--- config.mk ---
export PLATFORM = sky130hd
export DESIGN_NAME = cache_mem_arbiter_flat
export DESIGN_NICKNAME = d
export VERILOG_FILES = /design/src/rtl/cache_mem_arbiter_if.sv /design/src/rtl/cache_mem_arbiter.sv /design/src/flat_wrapper.sv
export SDC_FILE = /design/constraint.sdc
export NUM_CORES = 1
export LEC_CHECK = 0
export ABC_AREA = 0
export ABC_CLOCK_PERIOD_IN_PS = 4200
export BUFFER_PORTS_ARGS = -buffer_cell sky130_fd_sc_hd__buf_2
export CAP_MARGIN = 20
export CORE_MARGIN = 8
export CORE_UTILIZATION = 40
export DETAILED_ROUTE_END_ITERATION = 12
export MAX_ROUTING_LAYER = met4
export PLACE_DENSITY = 0.76
export SETUP_SLACK_MARGIN = 0.2
export SLEW_MARGIN = 40
export SYNTH_ARGS = -nofsm -noshare
export SYNTH_HDL_FRONTEND = slang
export SYNTH_SLANG_ARGS = --single-unit
--- constraint.sdc ---
create_clock -name CLK -period 4.2 [get_ports CLK]
set_input_delay 0.84 -clock CLK [delete_from_list [all_inputs] [get_ports CLK]]
set_output_delay 0.84 -clock CLK [all_outputs]
set_load 0.005 [all_outputs]
--- src/rtl/cache_mem_arbiter_if.sv ---
// cache_mem_arbiter_if: bus bundle between the cache miss/writeback paths,
// the arbiter and the RAM port.
//   master - arbiter view: takes icache/dcache requests and ram_ack/ramload,
//            drives waits, loads, RAM strobes/address/data and arb_err.
//   slave  - environment view (caches + RAM), the mirror image.
// Signals:
//   iREN/iaddr, iwait/iload                      icache request / response
//   dREN/dWEN/daddr/dstore/d_lock, dwait/dload   dcache request / response
//   ramREN/ramWEN/ramaddr/ramstore, ram_ack/ramload   RAM port
//   arb_err                                      watchdog abort pulse
interface cache_mem_arbiter_if #(
   parameter int ADDR_W = 32,
   parameter int DATA_W = 32
);
   logic              iREN;
   logic [ADDR_W-1:0] iaddr;
   logic              iwait;
   logic [DATA_W-1:0] iload;
   logic              dREN;
   logic              dWEN;
   logic [ADDR_W-1:0] daddr;
   logic [DATA_W-1:0] dstore;
   logic              d_lock;
   logic              dwait;
   logic [DATA_W-1:0] dload;
   logic              ramREN;
   logic              ramWEN;
   logic [ADDR_W-1:0] ramaddr;
   logic [DATA_W-1:0] ramstore;
   logic              ram_ack;
   logic [DATA_W-1:0] ramload;
   logic              arb_err;

   modport master (
      input  iREN, iaddr, dREN, dWEN, daddr, dstore, d_lock, ram_ack, ramload,
      output iwait, iload, dwait, dload, ramREN, ramWEN, ramaddr, ramstore, arb_err
   );

   modport slave (
      output iREN, iaddr, dREN, dWEN, daddr, dstore, d_lock, ram_ack, ramload,
      input  iwait, iload, dwait, dload, ramREN, ramWEN, ramaddr, ramstore, arb_err
   );
endinterface

--- src/rtl/cache_mem_arbiter.sv ---
// cache_mem_arbiter: shares one word-wide RAM port between icache and dcache.
// One single-word transaction at a time: arbitrate in IDLE, hold the winner's
// request in a GRANT state until ram_ack or the watchdog fires, then return to
// IDLE for at least one cycle.
// Ports:
//   CLK   rising-edge clock
//   nRST  synchronous active-low reset
//   bus   cache_mem_arbiter_if.master (cache requests/responses, RAM port)
// Parameters: ADDR_W, DATA_W, TIMEOUT (watchdog limit in GRANT cycles, >= 1).
// Optional feature: define ARB_RR_EN for round-robin between the two caches;
// otherwise dcache has fixed priority. The dcache lock overrides both.
module cache_mem_arbiter #(
   parameter int ADDR_W  = 32,
   parameter int DATA_W  = 32,
   parameter int TIMEOUT = 255
) (
   input  logic                 CLK,
   input  logic                 nRST,
   cache_mem_arbiter_if.master  bus
);

   localparam int CNT_W = (TIMEOUT < 1) ? 1 : $clog2(TIMEOUT + 1);

   typedef enum logic [1:0] {IDLE, IGRANT, DGRANT} state_t;

   typedef struct packed {
      logic              we;
      logic [ADDR_W-1:0] addr;
      logic [DATA_W-1:0] data;
   } req_t;

   state_t           state, state_n;
   req_t             req_q, req_n;
   logic [CNT_W-1:0] cnt;
   logic             lock_q, lock_n;
   logic             d_req, i_req, pick_d, pick_i;
   logic             granted, at_limit, expired, done;

`ifdef ARB_RR_EN
   logic             last_d_q;   // 1 = dcache won the most recent grant
`endif

   // Eligibility: the lock flag shuts the icache out entirely.
   assign d_req = bus.dREN | bus.dWEN;
   assign i_req = bus.iREN & ~lock_q;

`ifdef ARB_RR_EN
   assign pick_d = d_req & (~i_req | ~last_d_q);
`else
   assign pick_d = d_req;
`endif
   assign pick_i = i_req & ~pick_d;

   assign granted  = (state != IDLE);
   assign at_limit = (cnt == CNT_W'(TIMEOUT));
   // ram_ack in the limit cycle still counts as a normal completion.
   assign expired  = granted & at_limit & ~bus.ram_ack;
   // A completion in a reset cycle is abandoned, so no wait-low escapes.
   assign done     = granted & nRST & (bus.ram_ack | at_limit);

   always_comb begin
      state_n      = state;
      req_n        = req_q;
      lock_n       = lock_q;
      bus.ramREN   = 1'b0;
      bus.ramWEN   = 1'b0;
      bus.ramaddr  = '0;
      bus.ramstore = '0;
      bus.iwait    = 1'b1;
      bus.iload    = '0;
      bus.dwait    = 1'b1;
      bus.dload    = '0;
      bus.arb_err  = 1'b0;

      case (state)
         IDLE: begin
            if (!bus.d_lock) lock_n = 1'b0;
            if (pick_d) begin
               state_n = DGRANT;
               req_n   = '{we: bus.dWEN, addr: bus.daddr, data: bus.dstore};
            end else if (pick_i) begin
               state_n = IGRANT;
               req_n   = '{we: 1'b0, addr: bus.iaddr, data: '0};
            end
         end
         IGRANT, DGRANT: begin
            // RAM side runs purely from the latched request.
            bus.ramREN  = ~req_q.we;
            bus.ramWEN  = req_q.we;
            bus.ramaddr = req_q.addr;
            if (req_q.we) bus.ramstore = req_q.data;
            if (done) begin
               state_n = IDLE;
               if (expired)
                  lock_n = 1'b0;
               else if (state == DGRANT && bus.d_lock)
                  lock_n = 1'b1;
               if (state == IGRANT) begin
                  bus.iwait = 1'b0;
                  if (bus.ram_ack) bus.iload = bus.ramload;
               end else begin
                  bus.dwait = 1'b0;
                  if (bus.ram_ack && !req_q.we) bus.dload = bus.ramload;
               end
               bus.arb_err = expired;
            end
         end
         default: state_n = IDLE;
      endcase
   end

   always_ff @(posedge CLK) begin
      if (!nRST) begin
         state  <= IDLE;
         req_q  <= '0;
         cnt    <= '0;
         lock_q <= 1'b0;
      end else begin
         state  <= state_n;
         req_q  <= req_n;
         lock_q <= lock_n;
         // Cleared while idle so every grant starts from zero; saturates.
         if (state == IDLE)
            cnt <= '0;
         else if (!bus.ram_ack && !at_limit)
            cnt <= cnt + CNT_W'(1);
      end
   end

`ifdef ARB_RR_EN
   always_ff @(posedge CLK) begin
      if (!nRST)
         last_d_q <= 1'b1;
      else if (state == IDLE && (pick_d || pick_i))
         last_d_q <= pick_d;
   end
`endif

endmodule

--- src/flat_wrapper.sv ---
// flat-port wrapper written by rule: the top's interface ports become plain ports
module cache_mem_arbiter_flat 
#(
   parameter int ADDR_W  = 32,
   parameter int DATA_W  = 32,
   parameter int TIMEOUT = 255
)
  (CLK, nRST, bus_iREN, bus_iaddr, bus_dREN, bus_dWEN, bus_daddr, bus_dstore, bus_d_lock, bus_ram_ack, bus_ramload, bus_iwait, bus_iload, bus_dwait, bus_dload, bus_ramREN, bus_ramWEN, bus_ramaddr, bus_ramstore, bus_arb_err);
  cache_mem_arbiter_if #(.ADDR_W(ADDR_W), .DATA_W(DATA_W)) bus_i ();
  input  logic CLK;
  input  logic nRST;
  input wire logic [$bits(bus_i.iREN)-1:0] bus_iREN;
  input wire logic [$bits(bus_i.iaddr)-1:0] bus_iaddr;
  input wire logic [$bits(bus_i.dREN)-1:0] bus_dREN;
  input wire logic [$bits(bus_i.dWEN)-1:0] bus_dWEN;
  input wire logic [$bits(bus_i.daddr)-1:0] bus_daddr;
  input wire logic [$bits(bus_i.dstore)-1:0] bus_dstore;
  input wire logic [$bits(bus_i.d_lock)-1:0] bus_d_lock;
  input wire logic [$bits(bus_i.ram_ack)-1:0] bus_ram_ack;
  input wire logic [$bits(bus_i.ramload)-1:0] bus_ramload;
  output wire logic [$bits(bus_i.iwait)-1:0] bus_iwait;
  output wire logic [$bits(bus_i.iload)-1:0] bus_iload;
  output wire logic [$bits(bus_i.dwait)-1:0] bus_dwait;
  output wire logic [$bits(bus_i.dload)-1:0] bus_dload;
  output wire logic [$bits(bus_i.ramREN)-1:0] bus_ramREN;
  output wire logic [$bits(bus_i.ramWEN)-1:0] bus_ramWEN;
  output wire logic [$bits(bus_i.ramaddr)-1:0] bus_ramaddr;
  output wire logic [$bits(bus_i.ramstore)-1:0] bus_ramstore;
  output wire logic [$bits(bus_i.arb_err)-1:0] bus_arb_err;
  assign bus_i.iREN = bus_iREN;
  assign bus_i.iaddr = bus_iaddr;
  assign bus_i.dREN = bus_dREN;
  assign bus_i.dWEN = bus_dWEN;
  assign bus_i.daddr = bus_daddr;
  assign bus_i.dstore = bus_dstore;
  assign bus_i.d_lock = bus_d_lock;
  assign bus_i.ram_ack = bus_ram_ack;
  assign bus_i.ramload = bus_ramload;
  assign bus_iwait = bus_i.iwait;
  assign bus_iload = bus_i.iload;
  assign bus_dwait = bus_i.dwait;
  assign bus_dload = bus_i.dload;
  assign bus_ramREN = bus_i.ramREN;
  assign bus_ramWEN = bus_i.ramWEN;
  assign bus_ramaddr = bus_i.ramaddr;
  assign bus_ramstore = bus_i.ramstore;
  assign bus_arb_err = bus_i.arb_err;
  cache_mem_arbiter #(.ADDR_W(ADDR_W), .DATA_W(DATA_W), .TIMEOUT(TIMEOUT)) u_core (.CLK(CLK), .nRST(nRST), .bus(bus_i));
endmodule
==> results of run 1 <==
## kinds of logic (layout without fill, tap and decap cells)
| logic type | Yosys count | after routing |
|---|---|---|
| buf+inv | 52 | 292 |
| simple gates | 296 | 296 |
| xor+xnor | 2 | 2 |
| other cells | 0 | 5 |
| flops | 76 | 76 |
| fa+ha+maj | 5 | 5 |
| compound gates | 90 | 90 |
## how the worst max path moves through the flow
stage                               start       endpoint  slack [ns]  depth (start not counted)
after floorplan                      nRST  bus_dload[10]        1.59                          6
after global placement               nRST  bus_iload[30]        1.20                          6
after detailed placement             nRST   bus_iload[3]        1.07                          6
after CTS                 u_core.state[0]   bus_iload[3]        0.90                          7
after global routing      u_core.state[0]      bus_dwait        0.82                          6
final                     u_core.state[1]      bus_dwait        1.04                          6
## worst register-to-register path, cell delays in order (launching register included)
cell	delay, ns
dfxtp_1	0.34
inv_1	0.09
ha_2	0.31
a21boi_4	0.21
buf_4	0.50
nand3_1	0.24
o211a_1	0.18
## power groups by stage
stage / sequential, mW / combinational (mW) / clock, mW
2_1_floorplan: 0.971 / 0.844 / 0
3_3_place_gp: 1.00 / 1.10 / 0
3_5_place_dp: 1.01 / 1.14 / 0
4_1_cts: 0.996 / 1.14 / 0.669
5_1_grt: 1.02 / 1.26 / 0.700
6_report: 0.997 / 1.13 / 0.647
## through the flow
stage / power [mW] / worst slack (ns) / utilization (%)
2_1_floorplan: 1.81 / 1.59 / -
3_3_place_gp: 2.10 / 1.20 / 53.9
3_5_place_dp: 2.15 / 1.07 / 53.9
4_1_cts: 2.81 / 0.903 / 56.2
5_1_grt: 2.98 / 0.817 / 56.3
6_report: 2.78 / 1.04 / 56.3
## final cells by class
cell class	count	area (sq um)
clock buffers	10	138
well taps	136	170
flip-flops and latches	76	1520
fillers	949	4510
multi-input cells	393	2480
clock inverters	6	95.1
inverters	3	11.3
diodes	5	12.5
repair buffers	273	1380
## flip-flops by register name, summed over array words and instances (netlist names)
name / flops
u_core.cnt: 8
u_core.lock_q: 1
u_core.req_q: 65
u_core.state: 2
## cell usage after synthesis, drive strengths merged
cell and n:
a31oi 3, o211ai 2, nor2 5, and4b 1, inv 3, a211oi 1, and4 1, nand4 1
or3 3, or2 1, a22oi 32, and2 98, or4 1, o21ai 9, a21oi 3, o2111ai 2
clkbuf 28, buf 21, nor2b 37, nor3 3, and3 34, nand2b 3, a32o 1, dfxtp 76
a21boi 2, a41oi 1, nand2 71, nand3 36, nand4b 1, o211a 32, a2111oi 1, ha 5
xor2 1, xnor2 1, a21bo 1
## layer usage
metal / global-route usage [%] / wire (um) / vias up
li1: - / - / 2258
met1: 22.5 / 6070 / 2140
met2: 37.9 / 8000 / 231
met3: 6.85 / 1290 / 23
met4: 9.64 / 473 / 0
met5: - / 0 / -
==> flow_summary.json, run 1 <==
{
  "status": "finished, final reports clean",
  "slew-limit-headroom_pct": 55.0,
  "combPwrFrac_pct": 40.8,
  "internal_power_mw": 1.71,
  "initial_core_util_pct": 41.1,
  "syn_to_final_growth_pct": 37.0,
  "whs_ns": 0.482,
  "placed_cell_area_sq_mm": 0.00557,
  "yosys_warnings": 0,
  "worst_path_largest_cell_delay_ns": 0.50,
  "fin_skew_ns": 0.0122,
  "p_clk_share_pct": 23.3,
  "yosysSeqAreaShare_pct": 35.8,
  "clkLatencyLatePin_ns": 0.34,
  "grt_overflow": 0,
  "tightest_slew_ns": 0.676,
  "synth_compound_area_share_pct": 17.4,
  "drtPass1Iterations": 6,
  "p_per_area_mw_per_mm2": 477,
  "crit_buf_inv": 3,
  "drc": 0,
  "crit_required_ns": 3.36,
  "worst_setup_path_start_kind": "register",
  "finalCriticalPeriod_ns": 3.16,
  "syn_nets": 661,
  "layout.nets": 896,
  "drv_cap": 0,
  "first_global_vias": 4729,
  "numCtsBuffers": 9,
  "cts.htree.levels": 3,
  "setup_viol": 0,
  "hold_viol_final": 0,
  "vias": 4652,
  "grt_pass1_wl_mm": 24.6,
  "p_switching_mw": 1.07,
  "post-route-period-util_pct": 75.2,
  "synthAdderAreaFrac_pct": 1.47,
  "rr_worst_depth": 6,
  "hold_class": "register to register",
  "final_antenna_net_count": 0,
  "core_area_sq_mm": 0.0103,
  "layout_commonest_cell": "buf_2",
  "stdcell_area_sq_mm": 0.00582,
  "fp-row-count": 37,
  "ys_seq_elements": 76,
  "drive_gt1_share_pct": 39.4,
  "cts_tree": "done",
  "arrival_ns": 2.32,
  "swShare_pct": 38.5,
  "most-common-layout-cells": "267 x buf_2, 97 x and2_1, 75 x dfxtp_1",
  "ios": 268,
  "critPathCaptureType": "primary output",
  "min_path_cells": 2,
  "yosys-mux-area-fraction_pct": 0,
  "synth_top_family_by_area": "simple AND/OR/NAND/NOR gates",
  "dp_hpwl_mm": 12.2,
  "syn_inst": 521,
  "ys_types": 43,
  "wl_mm": 15.8,
  "die_area_sq_mm": 0.0142,
  "seqPwrFrac_pct": 35.9,
  "cts_resized": 0,
  "irDropWorstVdd_mv": 0.265,
  "cts.sinks": 76,
  "grt_usage_pct": 22.0,
  "postCtsHoldBufs": 0,
  "clk_path_buf_depth": 2,
  "place_inst": 881,
  "fp.dieW_um": 119,
  "portBuffers": 267,
  "antenna_found_initial": 5,
  "stdcell_count": 902,
  "gp_congestion": 0.918,
  "crit_fanout": 74,
  "hold_start": "u_core.cnt[1]",
  "leakage_nw": 3.36,
  "synthSimpleGateAreaFrac_pct": 38.8,
  "synth_area_leaders": "dfxtp_1 36%, and2_1 14%, o211a_1 7.5%",
  "via_per_inst": 5.16,
  "first_iter_violations": 261,
  "critical_path_class": "register to primary output",
  "reg2reg_slack_ns": 2.25,
  "cts.clk_slew.worst_paths_ns": 0.08,
  "worstPathCellList": "inv_1, ha_2, buf_4, nand2_1, or3_1, buf_2",
  "grt_max_degree": 75,
  "rr_startpoint": "u_core.state[0]",
  "reg2reg_to": "u_core.req_q[63]",
  "slew_viol_final": 0,
  "die_y_um": 119,
  "synth_top_area_cell": "dfxtp_1",
  "whs_endpoint": "u_core.cnt[1]",
  "yosys.area_share.xor_xnor_pct": 0.413,
  "cp_top_family": "buffers and inverters",
  "rsz0062_at_grt": "no",
  "yosysTopAreaCellShare_pct": 35.8,
  "critPathSlowestCell": "buf_4",
  "cts_root_buffer": "clkbuf_8",
  "post_drt_wl_per_cell_um": 17.6,
  "postCtsSetupBuffers": 0,
  "fmax_ghz": 0.317,
  "setup_tns_ns": 0,
  "syn_area_per_cell_sq_um": 8.15,
  "syn-cell-area_sq_mm": 0.00424
}
Note: power is estimated with default switching activity, not from simulation.
==> run 2: changes to the inputs <==
ABC_AREA = 1   (was 0)
ABC_CLOCK_PERIOD_IN_PS = 2870   (was 4200)
PLACE_DENSITY = 0.78   (was 0.76)
clock period = 2.87 ns   (was 4.2 ns; I/O delays follow)
==> flow_summary.json, run 2 <==
{
  "fin_skew_ns": 0.0139,
  "most-common-layout-cells": "267 x buf_2, 156 x nand2_1, 113 x inv_1",
  "cts.htree.levels": 3,
  "final_antenna_net_count": 0,
  "die_area_sq_mm": 0.0148,
  "hold_class": "register to register",
  "syn_to_final_growth_pct": 38.9,
  "p_per_area_mw_per_mm2": 620,
  "first_iter_violations": 204,
  "syn_nets": 812,
  "core_area_sq_mm": 0.0108,
  "reg2reg_slack_ns": 0.97,
  "crit_fanout": 8,
  "reg_top3": "u_core.req_q: 65 flops, u_core.cnt: 8 flops, u_core.state: 2 flops",
  "leakage_nw": 3.34,
  "clkLatencyLatePin_ns": 0.34,
  "worst_slack_ns": 0.314,
  "drive_gt1_share_pct": 41.1,
  "critPathSlowestCell": "dfxtp_4",
  "slew-limit-headroom_pct": 60.3,
  "drc": 0,
  "crit_buf_inv": 3,
  "grt_max_degree": 66,
  "synth_edf_count": 0,
  "syn-cell-area_sq_mm": 0.00445,
  "synth.most_common_cell": "nand2_1",
  "synth_top_area_cell": "dfxtp_1",
  "crit_required_ns": 2.30,
  "post_drt_wl_per_cell_um": 14.5,
  "layout.nets": 1062,
  "critical_path_class": "register to primary output",
  "stdcell_area_sq_mm": 0.00618,
  "syn_area_per_cell_sq_um": 6.62,
  "via_per_inst": 4.76,
  "cts.sinks": 76,
  "setup_tns_ns": 0,
  "yosys_warnings": 0,
  "wl_mm": 15.4,
  "worst_setup_path_start_kind": "register",
  "tightest_slew_ns": 0.593,
  "synthTopCellsByCount": "157 x nand2_1, 114 x inv_1, 76 x dfxtp_1",
  "ys_async_sr_fraction_pct": 0,
  "yosysTopAreaCellShare_pct": 34.2,
  "ios": 268,
  "ys_types": 28,
  "fp.dieW_um": 121,
  "numCtsBuffers": 9,
  "largest_register_ffs": 65,
  "cts.clk_slew.worst_paths_ns": 0.08,
  "antenna_found_initial": 1,
  "fmax_ghz": 0.391,
  "die_y_um": 121,
  "irDropWorstVdd_mv": 0.367,
  "setup_viol": 0,
  "layout_commonest_cell": "buf_2",
  "dp_hpwl_mm": 11.4,
  "drtPass1Iterations": 5,
  "synth_area_leaders": "dfxtp_1 34%, nand2_1 13%, inv_1 9.6%",
  "vias": 5081,
  "rsz0062_at_grt": "no",
  "critPathCaptureType": "primary output",
  "fp-row-count": 38,
  "fin_total_pwr_mw": 3.83,
  "first_global_vias": 4763,
  "initial_core_util_pct": 41.0,
  "grt_overflow": 0,
  "gp_congestion": 0.900,
  "whs_ns": 0.464,
  "worst_path_largest_cell_delay_ns": 0.38,
  "clk_path_buf_depth": 2,
  "arrival_ns": 1.98,
  "post-route-period-util_pct": 89.0,
  "status": "finished, final reports clean",
  "syn_inst": 672,
  "synth_ff_type": "dfxtp_1",
  "regMostFlops": "u_core.req_q",
  "fill_cells": 1095,
  "ys_seq_elements": 76,
  "worstPathCellList": "ha_4, inv_2, nor2_4, nand2_2, nand2_4, nand2_4, nor2_8, nand3_4, buf_12, nor2_4, buf_2",
  "slew_viol_final": 0,
  "hold_viol_final": 0,
  "dp_slack_ns": 0.235,
  "portBuffers": 267,
  "cts_tree": "done",
  "drv_cap": 0,
  "cp_top_family": "simple AND/OR/NAND/NOR gates",
  "grt_usage_pct": 19.9,
  "yosysSeqAreaShare_pct": 34.2,
  "grt_pass1_wl_mm": 23.3,
  "finalCriticalPeriod_ns": 2.56,
  "cts_root_buffer": "clkbuf_8",
  "placed_cell_area_sq_mm": 0.00582
}
-- run 2: power by group --
part	switching [mW]	internal, mW	total, mW	leakage [nW]
registers	0.162	1.39	1.55	0.630
logic	0.994	0.553	1.55	2.62
clock network	0.384	0.354	0.737	0.0872
total	1.54	2.29	3.83	3.34
-- run 2: worst reg2reg max path, cell delays in order, from the launching register on --
cell and delay, ns:
dfxtp_2 0.34, inv_1 0.15, ha_4 0.21, inv_1 0.15, nor2_4 0.51, buf_4 0.29, nand2_1 0.06, a21oi_1 0.15
-- run 2: metrics by stage --
step / utilization [%] / std cells
after floorplan: - / 672
after global placement: 53.7 / 1044
after detailed placement: 53.7 / 1044
after CTS: 56.1 / 1063
after global routing: 57.0 / 1067
final: 57.0 / 1067
-- run 2: path summary, 6_finish.rpt --
check / startpoint / end / cells past startpoint
setup / recovery: u_core.cnt[0] / bus_iload[14] / 11
hold / removal: u_core.req_q[10] / u_core.req_q[10] / 2
setup reg to reg: u_core.state[0] / u_core.req_q[2] / 7
hold reg to reg: u_core.req_q[10] / u_core.req_q[10] / 2
-- run 2: routing by layer --
metal / share of wire [%] / track usage (%) / wire length (um)
met1: 39 / 21.9 / 5990
met2: 50 / 34.0 / 7660
met3: 9.3 / 5.54 / 1440
met4: 2.2 / 6.63 / 342
met5: 0 / - / 0
-- run 2: final cells by class --
class                   count  area [sq um]  area share, %
diodes                      1          2.50         0.0405
flip-flops and latches     76          1530           24.8
inverters                 116           435           7.04
multi-input cells         436          2350           38.0
well taps                 140           175           2.83
clock buffers              11           151           2.45
repair buffers            283          1510           24.4
clock inverters             4          25.0          0.405
-- run 2: timing repair --
item / CTS / global route
buffers inserted: 2 / 2
hold buffers: 0 / 0
pin swaps: 2 / 6
setup endpoints to repair: 65 / 65
resized for setup: 3 / 16
cloned: 2 / 1
-- run 2: cell families after synthesis --
family	count (synthesis)	synth area share, %
simple gates	284	31.6
buf+inv	162	15.4
compound gates	144	17.2
flops	76	34.2
fa+ha+maj	5	1.41
xor+xnor	1	0.197
==> run 3: changes to the inputs <==
--- a/config.mk
+++ b/config.mk
@@ -7,5 +7,5 @@
 export LEC_CHECK = 0
 export ABC_AREA = 1
-export ABC_CLOCK_PERIOD_IN_PS = 2870
+export ABC_CLOCK_PERIOD_IN_PS = 2300
 export BUFFER_PORTS_ARGS = -buffer_cell sky130_fd_sc_hd__buf_2
 export CAP_MARGIN = 20
==> constraint.sdc (replaced) <==
create_clock -name CLK -period 2.3 [get_ports CLK]
set_input_delay 0.23 -clock CLK [delete_from_list [all_inputs] [get_ports CLK]]
set_output_delay 0.23 -clock CLK [all_outputs]
set_load 0.005 [all_outputs]
==> flow_summary.json, run 3 (synthesized netlist as in run 2, its figures left out) <==
{
  "status": "finished, final reports clean",
  "setup_viol": 0,
  "die_y_um": 121,
  "syn_to_final_growth_pct": 44.9,
  "ios": 268,
  "fp-row-count": 38,
  "final_antenna_net_count": 0,
  "drive_gt1_share_pct": 42.9,
  "crit_fanout": 8,
  "post-route-period-util_pct": 91.9,
  "slew-limit-headroom_pct": 61.3,
  "worst_setup_path_start_kind": "register",
  "fmax_ghz": 0.473,
  "critPathCaptureType": "primary output",
  "arrival_ns": 1.88,
  "leakage_nw": 3.48,
  "p_per_area_mw_per_mm2": 807,
  "hold_class": "input pin to register",
  "worst_path_largest_cell_delay_ns": 0.36,
  "slew_viol_final": 0,
  "gr-max-usage-layer": "met2",
  "fin_skew_ns": 0.0109,
  "cts.clk_slew.worst_paths_ns": 0.09,
  "grt_usage_pct": 21.1,
  "grt_max_degree": 66,
  "dp_hpwl_mm": 11.3,
  "largest_register_ffs": 65,
  "critical_path_class": "register to primary output",
  "whs_ns": 0.125,
  "cpMostUsedCell": "nand2_4",
  "finalCriticalPeriod_ns": 2.11,
  "antenna_found_initial": 2,
  "most-common-layout-cells": "267 x buf_2, 156 x nand2_1, 111 x inv_1",
  "clk_path_buf_depth": 2,
  "hold_viol_final": 0,
  "worstPathCellList": "ha_4, inv_2, nor2_4, nand2_2, nand2_4, nand2_4, nor2_8, buf_8, nand2_8, nor3_2, buf_2",
  "first_iter_violations": 270,
  "grt_overflow": 0,
  "clkLatencyLatePin_ns": 0.34,
  "core_area_sq_mm": 0.0108,
  "gp_congestion": 0.820,
  "cts_tree": "done",
  "vias": 5217,
  "fill_cells": 1029,
  "layout.nets": 1079,
  "postCtsHoldBufs": 0,
  "setup_tns_ns": 0,
  "grt_pass1_wl_mm": 24.7,
  "first_global_vias": 5117,
  "die_area_sq_mm": 0.0148,
  "reg_top3": "u_core.req_q: 65 flops, u_core.cnt: 8 flops, u_core.state: 2 flops",
  "cts.htree.levels": 3,
  "portBuffers": 267,
  "regMostFlops": "u_core.req_q",
  "numCtsBuffers": 9,
  "cts_root_buffer": "clkbuf_8",
  "use_met2_pct": 36.7,
  "drc": 0,
  "layout_commonest_cell": "buf_2",
  "tightest_slew_ns": 0.580,
  "fp.dieW_um": 121,
  "irDropWorstVdd_mv": 0.584,
  "cts.sinks": 76,
  "drtPass1Iterations": 4,
  "met3_usage_pct": 6.00,
  "crit_required_ns": 2.07,
  "via_per_inst": 4.80,
  "post_drt_wl_per_cell_um": 14.9,
  "wl_mm": 16.1,
  "initial_core_util_pct": 41.0,
  "critPathSlowestCell": "dfxtp_2",
  "drv_cap": 0,
  "rsz0062_at_grt": "yes",
  "use_met1_pct": 21.8
}
run 3: changes by cell type in the layout (fill, tap and decap cells not counted), sizes merged:
cell | previous run | this run
clkinv | 2 | 1
nand3 | 7 | 6
nand2 | 161 | 164
diode | 1 | 2
clkbuf | 12 | 10
buf | 282 | 298
bufinv | 0 | 3
run 3: layout make-up:
cell class | instances | area, sq um | area share, %
Multi-Input combinational cell | 438 | 2430 | 37.7
Inverter | 116 | 439 | 6.81
Tap cell | 140 | 175 | 2.72
Timing Repair Buffer | 298 | 1630 | 25.2
Clock inverter | 6 | 111 | 1.73
Sequential cell | 76 | 1530 | 23.7
Clock buffer | 10 | 128 | 1.98
Antenna cell | 2 | 5.00 | 0.0777
run 3: power by group:
part	internal [mW]	leakage [nW]	switching (mW)
registers	1.73	0.630	0.202
logic	0.750	2.73	1.29
clock network	0.724	0.117	0.502
total	3.20	3.48	2.00
run 3: layer usage:
| metal | vias to the layer above | part of all wire (%) |
|---|---|---|
| li1 | 2634 | - |
| met1 | 2317 | 37 |
| met2 | 233 | 51 |
| met3 | 33 | 8.8 |
| met4 | 0 | 3.3 |
| met5 | - | 0 |
run 3: worst max-delay path, delay by kind of cell, from the launching register on:
| family | cells | cell delay [ns] |
|---|---|---|
| adder cells (fa/ha/maj) | 1 | 0.14 |
| buffers and inverters | 3 | 0.34 |
| flip-flops | 1 | 0.36 |
| AND/OR/NAND/NOR | 7 | 0.70 |
run 3: path summary, 6_finish.rpt:
path / startpoint / end / slack (ns) / depth (start not counted)
setup / recovery: u_core.cnt[1] / bus_dload[31] / 0.19 / 11
hold reg to reg: u_core.req_q[17] / u_core.req_q[17] / 0.46 / 2
hold / removal: bus_dstore[19] / u_core.req_q[19] / 0.13 / 3
setup reg to reg: u_core.state[0] / u_core.cnt[0] / 0.43 / 12
run 3: metrics by stage:
step	power (mW)	setup WS, ns	instances	util (%)	cell area [sq um]
final	5.20	0.186	1086	59.5	6440
after detailed placement	3.80	0.266	1045	53.7	5830
after CTS	5.19	0.174	1083	58.8	6370
after floorplan	3.17	0.503	672	-	4450
after global routing	5.59	0.0929	1086	59.5	6440
after global placement	3.77	0.326	1045	53.7	5830
run 3: what timing repair did:
item                                    4_1_cts  5_1_grt
gates cloned                                  5        0
setup buffers                                17        1
endpoints found under the setup margin       66       65
resized for setup                            29        9
pin swaps                                     8        4
